==> src/rtl/relu_pkg.sv <==
// relu_pkg: shared constants, FSM state type and lane helper for the ReLU
// sequencer slice.
//   LANES / LANE_W / DATA_W : word geometry (4 x 16-bit two's complement lanes)
//   state_t                 : sequencer FSM states
//   lane_neg_count()        : number of lanes whose sign bit is set
package relu_pkg;

    localparam int LANES  = 4;
    localparam int LANE_W = 16;
    localparam int DATA_W = LANES * LANE_W;
    localparam int CNT_W  = $clog2(LANES + 1);

    typedef enum logic [1:0] {
        IDLE   = 2'd0,
        RUN    = 2'd1,
        FINISH = 2'd2
    } state_t;

    function automatic logic [CNT_W-1:0] lane_neg_count(input logic [DATA_W-1:0] w);
        logic [CNT_W-1:0] n;
        n = '0;
        for (int l = 0; l < LANES; l++) begin
            n = n + CNT_W'(w[l*LANE_W + LANE_W - 1]);
        end
        return n;
    endfunction

endpackage

==> src/rtl/relu.sv <==
// relu: combinational 4-lane ReLU on a 64-bit word.
//   en     : 1 = zero every negative lane, 0 = pass the word untouched
//   inImg  : input word, LANES lanes of LANE_W bits
//   outImg : result word
module relu
    import relu_pkg::*;
(
    input  logic              en,
    input  logic [DATA_W-1:0] inImg,
    output logic [DATA_W-1:0] outImg
);

    always_comb begin
        outImg = inImg;
        for (int l = 0; l < LANES; l++) begin
            if (en && inImg[l*LANE_W + LANE_W - 1]) begin
                outImg[l*LANE_W +: LANE_W] = {LANE_W{1'b0}};
            end
        end
    end

endmodule

==> src/rtl/relu_out_fifo.sv <==
// relu_out_fifo: 2-entry FIFO of {destination address, result word}.
//   push_i / push_addr_i / push_data_i : write side
//   pop_i                              : remove head (caller guarantees non-empty)
//   count_o                            : occupancy 0..2
//   head_addr_o / head_data_o          : oldest entry, stable until popped
// Storage is not reset; only pointers and occupancy are.
module relu_out_fifo #(
    parameter int AW = 10,
    parameter int DW = 64
) (
    input  logic          clk,
    input  logic          rst,
    input  logic          push_i,
    input  logic [AW-1:0] push_addr_i,
    input  logic [DW-1:0] push_data_i,
    input  logic          pop_i,
    output logic [1:0]    count_o,
    output logic [AW-1:0] head_addr_o,
    output logic [DW-1:0] head_data_o
);

    logic [AW-1:0] addr_mem [2];
    logic [DW-1:0] data_mem [2];
    logic          wp_q, wp_d;
    logic          rp_q, rp_d;
    logic [1:0]    count_q, count_d;

    always_comb begin
        wp_d    = push_i ? ~wp_q : wp_q;
        rp_d    = pop_i  ? ~rp_q : rp_q;
        count_d = count_q;
        case ({push_i, pop_i})
            2'b10:   count_d = count_q + 2'd1;
            2'b01:   count_d = count_q - 2'd1;
            default: count_d = count_q;
        endcase
    end

    always_ff @(posedge clk or posedge rst) begin
        if (rst) begin
            wp_q    <= 1'b0;
            rp_q    <= 1'b0;
            count_q <= 2'd0;
        end else begin
            wp_q    <= wp_d;
            rp_q    <= rp_d;
            count_q <= count_d;
        end
    end

    always_ff @(posedge clk) begin
        if (push_i) begin
            addr_mem[wp_q] <= push_addr_i;
            data_mem[wp_q] <= push_data_i;
        end
    end

    assign count_o     = count_q;
    assign head_addr_o = addr_mem[rp_q];
    assign head_data_o = data_mem[rp_q];

endmodule

==> src/rtl/relu_seq_ctrl.sv <==
// relu_seq_ctrl: runs a block of 64-bit words from a source buffer through the
// 4-lane ReLU and streams the results to a destination port.
//   clk, rst                 : clock, asynchronous active-high reset
//   start, relu_en, src_base,
//   dst_base, len            : pass request and config (latched at start in IDLE)
//   busy, done               : pass status; done pulses once at the end
//   rd_en, rd_addr, rd_data  : source read port, data returns one cycle later
//   wr_valid, wr_ready,
//   wr_addr, wr_data         : destination handshake, head of output FIFO
//   neg_count                : lanes clamped in the current or last pass
module relu_seq_ctrl
    import relu_pkg::*;
#(
    parameter int ADDR_W = 10
) (
    input  logic              clk,
    input  logic              rst,
    input  logic              start,
    input  logic              relu_en,
    input  logic [ADDR_W-1:0] src_base,
    input  logic [ADDR_W-1:0] dst_base,
    input  logic [ADDR_W:0]   len,
    output logic              busy,
    output logic              done,
    output logic              rd_en,
    output logic [ADDR_W-1:0] rd_addr,
    input  logic [DATA_W-1:0] rd_data,
    output logic              wr_valid,
    input  logic              wr_ready,
    output logic [ADDR_W-1:0] wr_addr,
    output logic [DATA_W-1:0] wr_data,
    output logic [ADDR_W+2:0] neg_count
);

    state_t            state_q, state_d;
    logic              relu_en_q;
    logic [ADDR_W-1:0] src_q, dst_q;
    logic [ADDR_W-1:0] rd_idx_q, push_idx_q;
    logic [ADDR_W:0]   rd_left_q, wr_left_q;
    logic              inflight_q;
    logic [ADDR_W+2:0] neg_q;

    logic              start_pass;
    logic              pop;
    logic              push;
    logic [1:0]        fifo_count;
    logic [ADDR_W-1:0] head_addr;
    logic [DATA_W-1:0] head_data;
    logic [DATA_W-1:0] relu_out;
    logic [CNT_W-1:0]  neg_lanes;
    logic [2:0]        occ;

    assign start_pass = (state_q == IDLE) && start;
    assign wr_valid   = (fifo_count != 2'd0);
    assign pop        = wr_valid && wr_ready;
    // Word returning from the source this cycle is the one requested last cycle.
    assign push       = inflight_q;
    assign neg_lanes  = relu_en_q ? lane_neg_count(rd_data) : '0;
    assign occ        = 3'(fifo_count) + 3'(inflight_q);

    always_ff @(posedge clk or posedge rst) begin
        if (rst) begin
            state_q <= IDLE;
        end else begin
            state_q <= state_d;
        end
    end

    // Leave RUN in the cycle the last word is accepted so done follows it
    // directly; a zero-length pass leaves on its first RUN cycle.
    always_comb begin
        state_d = state_q;
        case (state_q)
            IDLE:    if (start) state_d = RUN;
            RUN:     if (wr_left_q == '0 || (pop && wr_left_q == (ADDR_W+1)'(1)))
                         state_d = FINISH;
            FINISH:  state_d = IDLE;
            default: state_d = IDLE;
        endcase
    end

    // Reads are issued only while the words already queued or in flight,
    // less the one leaving this cycle, leave a free FIFO slot.
    always_comb begin
        busy    = (state_q != IDLE);
        done    = (state_q == FINISH);
        rd_en   = (state_q == RUN) && (rd_left_q != '0) && (occ < 3'd2 + 3'(pop));
        rd_addr = rd_en ? (src_q + rd_idx_q) : '0;
    end

    always_ff @(posedge clk or posedge rst) begin
        if (rst) begin
            relu_en_q  <= 1'b0;
            src_q      <= '0;
            dst_q      <= '0;
            rd_idx_q   <= '0;
            push_idx_q <= '0;
            rd_left_q  <= '0;
            wr_left_q  <= '0;
            inflight_q <= 1'b0;
            neg_q      <= '0;
        end else begin
            inflight_q <= rd_en;
            if (start_pass) begin
                relu_en_q  <= relu_en;
                src_q      <= src_base;
                dst_q      <= dst_base;
                rd_idx_q   <= '0;
                push_idx_q <= '0;
                rd_left_q  <= len;
                wr_left_q  <= len;
                neg_q      <= '0;
            end else begin
                if (rd_en) begin
                    rd_idx_q  <= rd_idx_q + ADDR_W'(1);
                    rd_left_q <= rd_left_q - (ADDR_W+1)'(1);
                end
                if (pop) begin
                    wr_left_q <= wr_left_q - (ADDR_W+1)'(1);
                end
                if (push) begin
                    push_idx_q <= push_idx_q + ADDR_W'(1);
                    neg_q      <= neg_q + (ADDR_W+3)'(neg_lanes);
                end
            end
        end
    end

    relu u_relu (
        .en     (relu_en_q),
        .inImg  (rd_data),
        .outImg (relu_out)
    );

    relu_out_fifo #(
        .AW (ADDR_W),
        .DW (DATA_W)
    ) u_fifo (
        .clk         (clk),
        .rst         (rst),
        .push_i      (push),
        .push_addr_i (dst_q + push_idx_q),
        .push_data_i (relu_out),
        .pop_i       (pop),
        .count_o     (fifo_count),
        .head_addr_o (head_addr),
        .head_data_o (head_data)
    );

    // Masking keeps the write port at zero whenever the FIFO is empty,
    // including straight out of reset when storage is undefined.
    assign wr_addr   = wr_valid ? head_addr : '0;
    assign wr_data   = wr_valid ? head_data : '0;
    assign neg_count = neg_q;

endmodule

==> config.mk <==
export PLATFORM = sky130hd
export DESIGN_NAME = relu_seq_ctrl
export DESIGN_NICKNAME = d
export VERILOG_FILES = /design/src/rtl/relu_pkg.sv /design/src/rtl/relu.sv /design/src/rtl/relu_out_fifo.sv /design/src/rtl/relu_seq_ctrl.sv
export SDC_FILE = /design/constraint.sdc
export NUM_CORES = 1
export LEC_CHECK = 0
export CORE_ASPECT_RATIO = 0.5
export CORE_MARGIN = 2
export CORE_UTILIZATION = 43
export DETAILED_ROUTE_END_ITERATION = 8
export GPL_TIMING_DRIVEN = 0
export PLACE_DENSITY = 0.69
export SKIP_CTS_REPAIR_TIMING = 1
export SYNTH_ARGS = -nofsm -noshare
export SYNTH_HDL_FRONTEND = slang
export SYNTH_SLANG_ARGS = --single-unit
==> constraint.sdc <==
create_clock -name clk -period 5.6 [get_ports clk]
set_input_delay 0.84 -clock clk [delete_from_list [all_inputs] [get_ports clk]]
set_output_delay 0.84 -clock clk [all_outputs]
set_load 0.02 [all_outputs]
Word level (Yosys, flattened, before mapping)
Memories as Yosys holds them, arrays and structs flattened.
Cells that the tools add are included.
Storage, ports and cells
  bits in registers: 83
  bits in latches: 0
  memory bits (writable): 148
  bits in read-only memories: 0
  input bits: 100
  output and inout port bits: 101
  word-level logic and storage cells: 83
  memories: 2
Operators by class
  add/subtract/negate cells: 14
  multipliers: 0
  divide/modulo/power cells: 0
  order comparisons: 1
  equal/unequal tests: 7
  shifts and indexed selects: 0
  mux-type cells: 24
  bitwise gates (word level): 2
  reduce and logical (&&, ||, !) cells: 20
Memory list
  u_fifo.data_mem: words 2, width 64, rd ports 1, clocked after memory_dff 0, wr ports 1, line relu_out_fifo.sv:23  | logic [DW-1:0] data_mem [2];
  u_fifo.addr_mem: words 2, width 10, rd ports 1, clocked after memory_dff 0, wr ports 1, line relu_out_fifo.sv:22  | logic [AW-1:0] addr_mem [2];
Operators with widths (count)
  $mux 16: 4
  $mux 64: 1
  $mux 10: 6
  $mux 11: 4
  $mux 13: 2
  $sub 11x1->11 const B: 2
  $add 10x1->10 const B: 2
  $add 10x10->10: 2
  $add 13x3->13: 1
  $reduce_bool 2->1: 6
  $eq 11x1->1 const B: 1
  $logic_not 11->1: 1
  $reduce_bool 11->1: 1
  $logic_and 1x1->1: 9
  $pmux 2 s2: 2
  $add 2x1->3: 2
  $eq 2x1->1 const B: 2
  $eq 2x2->1 const B: 2
  $mux 2: 2
  $ne 2x2->1 const B: 2
  $add 2x1->3 const A: 1
  $add 3x1->3: 1
  $lt 3x3->1: 1
  $mux 3: 1
  other kinds (8): 10

Longest topological paths before layout
  depth in word-level cells: 7
  gate-level depth with buffers: 10
  mapped depth without buffers: 10

Cells and area by module
A second synthesis with hierarchy kept.
Unflattened totals
  cells, all modules: 917
  area total of the unflattened synthesis: 11531.1 um^2
By module, submodules not included
  relu_out_fifo: times used 1, cells each 245, area an instance 5720.5 um^2
  relu_seq_ctrl: times used 1, cells each 597, area an instance 5188.7 um^2
  relu: times used 1, cells each 75, area an instance 621.8 um^2

Least setup slack after synthesis
No wires, ideal clock.
  path kind: reg2reg
  start point: register inflight_q
  end point: memory u_fifo.addr_mem[0][0], enable pin
  setup time: 0.506 ns
  arrival: 3.729 ns
  required time: 5.094 ns
  path slack: 1.364 ns
  cell stages (with the launch flop): 4
  path buffers: 1
  period minus slack after synthesis: 4.236 ns
  path through: dfrtp_1 -> clkbuf_1 -> inv_1 -> nor2_1
Between the ends
  cells in the longest elaborated chain, start to end: 2
Ends and longest elaborated chain
  start: declaration: line relu_seq_ctrl.sv:40  | logic inflight_q;
  start signal: assignment: line relu_seq_ctrl.sv:103  | inflight_q <= rd_en;
  $mux 1: line relu_out_fifo.sv:52  | if (push_i) begin
  $mux 1 (not written as such): line relu_out_fifo.sv:53  | addr_mem[wp_q] <= push_addr_i;
  end: declaration: line relu_out_fifo.sv:22
No other way between the ends.

Worst setup path in the final report
  start point: input port wr_ready
  end point: output port rd_addr[6]
Between the ends
  cells in the longest elaborated chain, start to end: 5
Ends and longest elaborated chain
  start: declaration: line relu_seq_ctrl.sv:29  | input logic wr_ready,
  $logic_and 1x1->1: line relu_seq_ctrl.sv:55  | assign pop = wr_valid && wr_ready;
  $add 2x1->3: line relu_seq_ctrl.sv:87  | rd_en = (state_q == RUN) && (rd_left_q != '0) && (occ < 3'd2 + 3'(pop));
  $lt 3x3->1: line relu_seq_ctrl.sv:87
  $logic_and 1x1->1: line relu_seq_ctrl.sv:87
  $mux 10: line relu_seq_ctrl.sv:88  | rd_addr = rd_en ? (src_q + rd_idx_q) : '0;
  end: declaration: line relu_seq_ctrl.sv:26  | output logic [ADDR_W-1:0] rd_addr,
No other way between the ends.

==> run summary <==
The flow ran to the end, and the final reports show no timing, DRC or antenna violations. The worst-case IR drop observed on VDD is 341 µV. Net count reported at finish: 1276. Port buffering added 200 buffers.

Using the TritonRoute via totals, the vias-per-cell ratio works out to 5.02. Synthesis inferred 231 register bits. The setup slack of the critical path after layout is 1430 ps, and the total number of vias is 7493. The run gives 0 as the number of endpoints failing setup at the final stage. The count of synthesis-stage warnings from yosys was 0. In this run the worst hold path is classified as reg2reg.

In this run the clock root is driven by a sky130_fd_sc_hd__clkbuf_16. For met2 alone, demand over resource in global routing was 33.8%. The clock transition at the registers of the reported paths came out at 60 ps.

The buffer depth of the longest clock path is 3, and the number of non-filler instances in the completed layout is 1493. The number of nets in the synthesized netlist is 1048. The number of clock buffers added by TritonCTS is 22. Overflow left after global routing: 0. The via count of the first global-routing pass was 7674. For this run, global-route usage on met3 was measured as 3.71%. After legalization and detailed placement, the total HPWL measured 18100 µm. The count of placed standard cells including taps came out at 1453. The synthesized netlist occupies a cell area of 10800 µm². Insertion delay of the later-clocked pin in the worst-skew pair: 510 ps.

Antenna cell count: 0. The share of Yosys cell area claimed by the top area cell type is 41.1%. The number of pins exceeding their max-slew limit in the final report was 0; the number of flops mapped to enable cells by yosys was 148. The worst pin sits at a relative slew slack of 46.3%. At the end of routability-driven placement, the weighted congestion stood at 0.815. After detailed routing, the average wire length per cell comes to 16.9 µm. The number of distinct library cells after synthesis came out at 52.

The end-of-flow core utilization is 57.6%. The max-cap check violation count was 0. Relative to the synthesized area, the layout overhead comes to 29.8%.

The clock drives 231 sinks. The logs give 5.62 nW for the leakage power figure and 5 for the number of search-and-repair iterations in the first detailed-routing pass. The routed design could run at a clock period as short as 4170 ps. The synthesized area per cell was 11.9 µm².

The floorplan step defined a die boundary enclosing 26500 µm². The worst slack at placement was 1470 ps; the fraction of registers with async set or reset after synthesis was 35.9%. For met1 alone, demand over resource in global routing was 23.6%.

In this run the core area contains 40 standard-cell rows. Die boundary width: 228 µm. Entering global routing, the biggest net connects 47 pins. In the final layout, the share of cells above drive strength 1 is 4.49%. Summing all flip-flop and latch instances after layout gives 6520 µm². STA classifies the critical path startpoint as an input pin. STA classifies the critical path endpoint as a primary output. After floorplanning, the core was sized to cover 24400 µm².

The run gives 0 as the number of antenna violations at the first check in global routing. The clock arrives with 16.1 ps of skew. Largest driver fanout on the critical path: 10. By area the synthesized netlist is led by sky130_fd_sc_hd__edfxtp_1 (41%), sky130_fd_sc_hd__dfrtp_1 (19%), sky130_fd_sc_hd__mux2i_1 (7.3%). The global-route wire length before repair is 39800 µm. TritonCTS built the clock tree. After detailed routing, the number of remaining DRC violations is 0.

The logs give 4760 ps for the critical path required time and 1 for the number of H-tree branching levels. Global routing used 18.9% of the available tracks across all layers. The worst setup path is of the in2out kind. The layout has 2062 filler cells. The highest-utilization routing layer at the global route stage was met2.

201 I/O pins were placed. The number of DRC markers in iteration 0 is 472, and the routed wire length is 25200 µm. Once the floorplan was initialized, standard cells occupied 44.4% of the core. The logs give 913 for the number of instances in the synthesized netlist and 0 for the final antenna-violating net count.

The actual slew at the worst max-slew pin works out to 806 ps. The die is 116 µm tall. For this run, the leading register cell type out of synthesis is sky130_fd_sc_hd__edfxtp_1. Total power: 8.55 mW. Cell type with the largest total area after synthesis: sky130_fd_sc_hd__edfxtp_1.

The upper clock frequency limit came out at 0.240 GHz. STA puts the critical path data arrival time at 3330 ps. Summing all multi-input logic gate instances after layout gives 4090 µm². For the hold violation count in the final report, the log shows 0. After layout, the worst path uses 74.4% of the clock period. The areal power density over the cells came out at 608 nW/µm². Setup repair after global routing left no endpoint under its margin. For this run, the register share of the synthesized area comes to 60.3%.
-- registers in the layout (all words and copies together) (netlist names) --
register / count
dst_q: 10
inflight_q: 1
neg_count: 13
push_idx_q: 10
rd_idx_q: 10
rd_left_q: 11
relu_en_q: 1
src_q: 10
state_q: 2
u_fifo.addr_mem: 20
u_fifo.count_o: 2
u_fifo.data_mem: 128
u_fifo.rp_q: 1
u_fifo.wp_q: 1
wr_left_q: 11
-- metal layers --
metal,part of all wire (%),wire length (µm)
met5,0,0
met4,3.1,786
met3,3.7,923
met2,50,12600
met1,43,10800
-- cell usage after synthesis, types with 3 or more instances --
| library cell | count |
|---|---|
| sky130_fd_sc_hd__edfxtp_1 | 148 |
| sky130_fd_sc_hd__nor2_1 | 129 |
| sky130_fd_sc_hd__nand2_1 | 88 |
| sky130_fd_sc_hd__dfrtp_1 | 83 |
| sky130_fd_sc_hd__mux2i_1 | 79 |
| sky130_fd_sc_hd__and2_1 | 68 |
| sky130_fd_sc_hd__a21oi_1 | 33 |
| sky130_fd_sc_hd__ha_1 | 31 |
| sky130_fd_sc_hd__clkbuf_1 | 28 |
| sky130_fd_sc_hd__xnor2_1 | 28 |
| sky130_fd_sc_hd__xor2_1 | 25 |
| sky130_fd_sc_hd__inv_1 | 19 |
| sky130_fd_sc_hd__o21ai_0 | 18 |
| sky130_fd_sc_hd__nand3_1 | 14 |
| sky130_fd_sc_hd__nor3_1 | 12 |
| sky130_fd_sc_hd__nand4_1 | 11 |
| sky130_fd_sc_hd__or3_1 | 11 |
| sky130_fd_sc_hd__nor2b_1 | 9 |
| sky130_fd_sc_hd__and3_1 | 7 |
| sky130_fd_sc_hd__a21o_1 | 6 |
| sky130_fd_sc_hd__buf_2 | 6 |
| sky130_fd_sc_hd__o21a_1 | 5 |
| sky130_fd_sc_hd__a211oi_1 | 4 |
| sky130_fd_sc_hd__fa_1 | 4 |
| sky130_fd_sc_hd__a31oi_1 | 3 |
| sky130_fd_sc_hd__buf_1 | 3 |
| sky130_fd_sc_hd__nor3b_1 | 3 |
| sky130_fd_sc_hd__o211ai_1 | 3 |
| sky130_fd_sc_hd__or4_1 | 3 |
-- critical path, cell delays in order --
cell	delay (ps)
sky130_fd_sc_hd__clkdlybuf4s50_1	500
sky130_fd_sc_hd__o21ai_2	160
sky130_fd_sc_hd__o21ai_4	350
sky130_fd_sc_hd__nand3_2	250
sky130_fd_sc_hd__buf_2	260
sky130_fd_sc_hd__nor3_1	290
sky130_fd_sc_hd__clkdlybuf4s50_1	660
-- kinds of logic (layout without fill, tap and decap cells) --
logic type	count (synthesis)	count (layout)	share of synthesized area, %
muxes	79	79	7.31
DFF	231	231	60.3
AOI/OAI and AO/OA	89	89	5.13
and+or+nand+nor	369	369	16.6
buffers and inverters	57	301	2.05
xor gates and xnor gates	53	53	4.29
adders and majority gates	35	35	4.32
-- through the flow --
stage	area [µm²]	hold slack, ps	setup TNS (ps)
after floorplan	10800	452	0
after global placement	13200	470	-55940
after detailed placement	13400	478	0
after CTS	14000	495	0
after global routing	14000	504	0
final	14000	494	0
-- path summary, 6_finish.rpt --
kind,start,endpoint,slack (ps),cells after the start
max,wr_ready,rd_addr[6],1430,7
min,src_q[3],src_q[3],490,2
max reg2reg,push_idx_q[3],u_fifo.addr_mem[1][9],3140,6
min reg2reg,src_q[3],src_q[3],490,2
max in group asynchronous,rst,src_q[9],4260,3
min in group asynchronous,rst,dst_q[8],730,2
-- where the power goes --
group | internal, mW | total [mW] | leakage (nW) | switching [mW]
Combinational | 1.77 | 4.11 | 2.85 | 2.34
Sequential | 2.64 | 2.97 | 2.42 | 0.330
Clock | 0.840 | 1.46 | 0.338 | 0.624
Total | 5.26 | 8.55 | 5.62 | 3.29
-- cells in the final DEF, fill, tap and decap left out, types with 4 or more instances in the layout --
| cell | instances |
|---|---|
| sky130_fd_sc_hd__nand2_1 | 88 |
| sky130_fd_sc_hd__a21o_1 | 6 |
| sky130_fd_sc_hd__or3_1 | 11 |
| sky130_fd_sc_hd__ha_1 | 31 |
| sky130_fd_sc_hd__clkbuf_16 | 23 |
| sky130_fd_sc_hd__clkdlybuf4s50_1 | 200 |
| sky130_fd_sc_hd__and3_1 | 7 |
| sky130_fd_sc_hd__and2_1 | 67 |
| sky130_fd_sc_hd__clkinv_1 | 8 |
| sky130_fd_sc_hd__o21a_1 | 5 |
| sky130_fd_sc_hd__xor2_1 | 25 |
| sky130_fd_sc_hd__inv_1 | 18 |
| sky130_fd_sc_hd__o21ai_0 | 18 |
| sky130_fd_sc_hd__nand4_1 | 11 |
| sky130_fd_sc_hd__nor3_1 | 12 |
| sky130_fd_sc_hd__nor2b_1 | 9 |
| sky130_fd_sc_hd__dfrtp_1 | 83 |
| sky130_fd_sc_hd__nand3_1 | 14 |
| sky130_fd_sc_hd__buf_2 | 6 |
| sky130_fd_sc_hd__xnor2_1 | 28 |
| sky130_fd_sc_hd__nor2_1 | 128 |
| sky130_fd_sc_hd__edfxtp_1 | 148 |
| sky130_fd_sc_hd__a21oi_1 | 33 |
| sky130_fd_sc_hd__clkbuf_1 | 33 |
| sky130_fd_sc_hd__fa_1 | 4 |
| sky130_fd_sc_hd__mux2i_1 | 79 |
| sky130_fd_sc_hd__a211oi_1 | 4 |
-- layout make-up --
class                   count  area share, %
plain buffers              37           1.04
clock buffers              28           4.23
clock inverters            12          0.713
inverters                  20          0.552
multi-input cells         625           29.1
flip-flops and latches    231           46.4
well taps                 336           2.99
repair buffers            204           14.9
(Power assumes the default switching activity.)
